File: src/rtl/pipeline_stall_ctrl.sv
// Stall/flush controller for a 5-stage MIPS pipeline.
// Mealy control outputs plus a multi-cycle stall counter, saturating statistics and a watchdog.
module pipeline_stall_ctrl #(
  parameter int unsigned STALL_W = 2,
  parameter int unsigned CNT_W   = 32,
  parameter int unsigned FLUSH_W = 16,
  parameter int unsigned TIMEOUT = 1024
) (
  input  logic               Clock,
  input  logic               Reset,
  input  logic               Stall_Req,
  input  logic [STALL_W-1:0] Stall_Len,
  input  logic               Branch_Taken,
  input  logic               Jump,
  input  logic               Mem_Busy,
  output logic               PC_Write,
  output logic               IF_ID_Write,
  output logic               IF_ID_Flush,
  output logic               ID_EX_Write,
  output logic               ID_EX_Bubble,
  output logic               EX_MEM_Write,
  output logic               MEM_WB_Write,
  output logic               Busy,
  output logic [CNT_W-1:0]   Stall_Total,
  output logic [FLUSH_W-1:0] Flush_Total,
  output logic               Timeout
);

  localparam int unsigned WD_W = $clog2(TIMEOUT + 1);

  typedef enum logic {
    ST_RUN   = 1'b0,
    ST_STALL = 1'b1
  } state_t;

  state_t               r_state;
  logic [STALL_W-1:0]   r_remain;
  logic [CNT_W-1:0]     r_stall_total;
  logic [FLUSH_W-1:0]   r_flush_total;
  logic [WD_W-1:0]      r_wd;
  logic                 r_timeout;

  logic                 w_stall;
  logic                 w_redirect;
  logic [STALL_W-1:0]   w_len_eff;

  assign w_stall    = (r_state == ST_STALL) || Stall_Req;
  assign w_redirect = Branch_Taken || Jump;
  // A zero-length request still costs one bubble.
  assign w_len_eff  = (Stall_Len == '0) ? STALL_W'(1) : Stall_Len;

  // Control outputs: Reset > Mem_Busy > stall > redirect > normal.
  always_comb begin
    PC_Write     = 1'b1;
    IF_ID_Write  = 1'b1;
    ID_EX_Write  = 1'b1;
    EX_MEM_Write = 1'b1;
    MEM_WB_Write = 1'b1;
    IF_ID_Flush  = 1'b0;
    ID_EX_Bubble = 1'b0;
    if (Reset) begin
      PC_Write = 1'b1;
    end else if (Mem_Busy) begin
      PC_Write     = 1'b0;
      IF_ID_Write  = 1'b0;
      ID_EX_Write  = 1'b0;
      EX_MEM_Write = 1'b0;
      MEM_WB_Write = 1'b0;
    end else if (w_stall) begin
      PC_Write     = 1'b0;
      IF_ID_Write  = 1'b0;
      ID_EX_Bubble = 1'b1;
    end else if (w_redirect) begin
      IF_ID_Flush  = 1'b1;
    end
  end

  // State, stall counter, statistics and watchdog.
  always_ff @(posedge Clock) begin
    if (Reset) begin
      r_state       <= ST_RUN;
      r_remain      <= '0;
      r_stall_total <= '0;
      r_flush_total <= '0;
      r_wd          <= '0;
      r_timeout     <= 1'b0;
    end else begin
      if (!Mem_Busy) begin
        if (r_state == ST_STALL) begin
          r_remain <= r_remain - STALL_W'(1);
          if (r_remain == STALL_W'(1)) begin
            r_state <= ST_RUN;
          end
        end else if (Stall_Req && (w_len_eff > STALL_W'(1))) begin
          r_state  <= ST_STALL;
          r_remain <= w_len_eff - STALL_W'(1);
        end
      end

      if (ID_EX_Bubble && (r_stall_total != '1)) begin
        r_stall_total <= r_stall_total + CNT_W'(1);
      end
      if (IF_ID_Flush && (r_flush_total != '1)) begin
        r_flush_total <= r_flush_total + FLUSH_W'(1);
      end

      // Watchdog counts consecutive PC-frozen cycles and saturates at TIMEOUT.
      if (!PC_Write) begin
        if (r_wd != WD_W'(TIMEOUT)) begin
          r_wd <= r_wd + WD_W'(1);
        end
        if (r_wd == WD_W'(TIMEOUT - 1)) begin
          r_timeout <= 1'b1;
        end
      end else begin
        r_wd <= '0;
      end
    end
  end

  assign Busy        = (r_state == ST_STALL);
  assign Stall_Total = r_stall_total;
  assign Flush_Total = r_flush_total;
  assign Timeout     = r_timeout;

endmodule
File: config.mk
export PLATFORM = sky130hd
export DESIGN_NAME = pipeline_stall_ctrl
export DESIGN_NICKNAME = d
export VERILOG_FILES = /design/src/rtl/pipeline_stall_ctrl.sv
export SDC_FILE = /design/constraint.sdc
export NUM_CORES = 1
export LEC_CHECK = 0
export ABC_AREA = 1
export BUFFER_PORTS_ARGS = -buffer_cell sky130_fd_sc_hd__buf_4
export CELL_PAD_IN_SITES_DETAIL_PLACEMENT = 0
export CELL_PAD_IN_SITES_GLOBAL_PLACEMENT = 1
export CORE_AREA = 2 2 99 101
export CTS_CLUSTER_SIZE = 8
export DETAILED_ROUTE_END_ITERATION = 7
export DIE_AREA = 0 0 101 103
export GPL_TIMING_DRIVEN = 0
export PLACE_DENSITY = 0.87
export SLEW_MARGIN = 20
export SYNTH_ARGS = -nofsm -noshare
export SYNTH_HDL_FRONTEND = slang
export SYNTH_SLANG_ARGS = --single-unit
File: constraint.sdc
create_clock -name Clock -period 2.1 [get_ports Clock]
set_clock_uncertainty 0.05 [all_clocks]
set_input_delay 0.315 -clock Clock [delete_from_list [all_inputs] [get_ports Clock]]
set_output_delay 0.315 -clock Clock [all_outputs]
set_load 0.05 [all_outputs]
==> run summary <==
Via density: 5.08
Slew at the pin closest to its max-slew limit: 491 ps
Die span in x: 101 microns
Cells after Synth: 557
Layout area overhead: 24.1%
Count leader, synth: nand2_1
HP Class: in2reg
Commonest cells post-synth: nand2_1, nor2_1, dfxtp_1
RSZ-0062 raised after global routing: false
DR vias: 3818
Post-Route Setup TNS: 0 ps
Final std cells w/o fill: 752
Clock Sinks: 63
Core Region: 9460 sq um
GP Congestion: 0.886
CP Class: reg2reg
Gr ovfl total: 0
DP HPWL: 7300 microns
Final net count: 646
Clk buf depth: 2
Clock Tree Root: clkbuf_8
Global-route wire length before repair: 15900 microns
Initial antenna violation count: 0
CTS tree: built
# setup viols final: 0
Maxcap violations: 0
Synth top area share: 0.351
DRT Wirelength: 9800 microns
LEAKAGE: 1.75 nW
DRC marker count from the first detailed-route iteration: 133
Htree depth: 3
PwrDens: 593 nW/um^2
Final WS setup: 157 ps
Worst slack, placed: 126 ps
Synth unique cells: 33
Global Route Usage Sum: 0.194
Register share of total power: 0.461
Critical path startpoint category: flop
Layout cells sized above 1: 0.185
Placed instance count: 734
Max IR drop VDD: 0.305 mV
Clock power share: 0.464
Worst EP required: 2270 ps
Number of diodes: 0
Outcome: finished clean
Sequential fraction of the synthesis area: 0.351
Post-synth EDFFs: 0
Clock latency on the worst-skew pair: 360 ps
# IOs: 65
Critical-path maximum fanout: 10
CP endpoint kind: flop
Initial core utilization: 0.380
Syn_area_per_cell: 6.45 sq um
Pre-antenna DRT Iters: 5
Design Area, Final: 4460 sq um
DR WL/cell: 13.0 microns
Combinational share of power: 0.075
Min cycle time layout: 1940 ps
Sw Ratio: 0.241
CTS clk-pin slew, worst paths: 70 ps
Synth area leaders: dfxtp_1, nand2_1, nor2_1
WP data arrival: 2110 ps
PortBufs: 63
Seq cells post-synth: 63
Largest net degree at the start of global routing: 11
Row Count: 36
Ys Warns: 0
Hold Violations, Final: 0
Vias in the first global route: 3411
Top FF cell, synth: dfxtp_1
Routed Antenna Nets: 0
Die height: 103 microns
CTS Hold Bufs: 0
Die area: 10400 sq um
Fmax: 515 MHz
Slew headroom: 0.672
Sw Pwr: 639 uW
Mapped Nets: 570
Final period util: 0.925
Mapped Area: 3590 sq um
Area leader, netlist: dfxtp_1
Int Pwr: 2.01 mW
Async set-reset flop share out of synthesis: 0
DRC: 0
Max-slew violation count: 0
CTS buffer count: 9
Placed Area: 4210 sq um
path summary, 6_finish.rpt:
check | startpoint | endpoint | slack [ps] | cells past startpoint
worst max-delay path | Flush_Total[0] | Flush_Total[14] | 160 | 9
worst min-delay path | Reset | Flush_Total[5] | 110 | 2
worst max register to register | Flush_Total[0] | Flush_Total[14] | 160 | 9
worst min register to register | Timeout | Timeout | 410 | 2
per-stage QoR:
stage                     hold slack (ps)  power [mW]   util
final                                 115        2.65  0.471
after global routing                  128        2.75  0.471
after CTS                             106        2.67  0.470
after detailed placement              405        1.44  0.445
after global placement                399        1.44  0.445
after floorplan                       394        1.39      -
routing by layer:
layer / wire (microns) / vias to the layer above / GRT usage
met5: 0 / - / 0
met4: 170 / 0 / 0.0821
met3: 398 / 14 / 0.0400
met2: 4840 / 82 / 0.327
met1: 4390 / 1761 / 0.241
li1: - / 1961 / -
state kept, by name, summed over array words and instances, names as in the netlist:
signal,flops
Busy,1
Flush_Total,16
Stall_Total,32
Timeout,1
r_remain,2
r_wd,11
final cells by class:
cell class / instances / area (sq um)
fill: 989 / 5000
multi-input combinational: 431 / 2050
sequential: 63 / 1260
timing repair buffer: 65 / 488
inverter: 45 / 169
clock buffer: 13 / 159
tap: 114 / 143
buffer: 18 / 123
clock inverter: 3 / 65.1
layout by cell type, fill, tap and decap left out, drive strengths merged:
cell type,Yosys,layout
nand2,150,150
nor2,108,108
buf,13,78
dfxtp,63,63
nand3,56,56
a21oi,54,54
inv,45,45
clkbuf,5,18
o21ai,14,14
nor3,13,13
nand4,10,10
xnor2,6,6
xor2,6,6
ha,5,5
and2,2,2
nand3b,2,2
bufinv,0,2
a31oi,1,1
nor3b,1,1
nor4,1,1
a211oi,1,1
o22ai,1,1
clkinv,0,1
timing repair:
action,4_1_cts,5_1_grt
gates resized for setup,1,4
hold endpoints to repair,0,0
pin swaps,0,1
setup buffers,1,1
setup endpoints to repair,1,6
power groups by stage:
stage	sequential (mW)	combinational, mW	clock, mW
6_report	1.22	0.198	1.23
5_1_grt	1.22	0.219	1.31
4_1_cts	1.22	0.201	1.25
3_5_place_dp	1.25	0.197	0
3_3_place_gp	1.25	0.194	0
2_1_floorplan	1.26	0.126	0
cell families (layout without fill, tap and decap cells):
| group | count (synthesis) | in the layout | share of synthesized area |
|---|---|---|---|
| adders and majority gates | 5 | 5 | 0.0174 |
| buffers and inverters | 63 | 144 | 0.0801 |
| AOI/OAI and AO/OA | 71 | 71 | 0.101 |
| and+or+nand+nor | 343 | 343 | 0.421 |
| xor gates and xnor gates | 12 | 12 | 0.0292 |
| DFF | 63 | 63 | 0.351 |
worst max-delay path, cell delays in order (launching register included):
cell and delay [ps]:
dfxtp_1 470, ha_1 240, nand3_2 150, nor3_4 300, nand2_1 110, nand2_1 120
nand2_4 90, buf_6 160, nand2_1 60, a21oi_1 50
No activity file was read; power rests on OpenSTA's default activity.
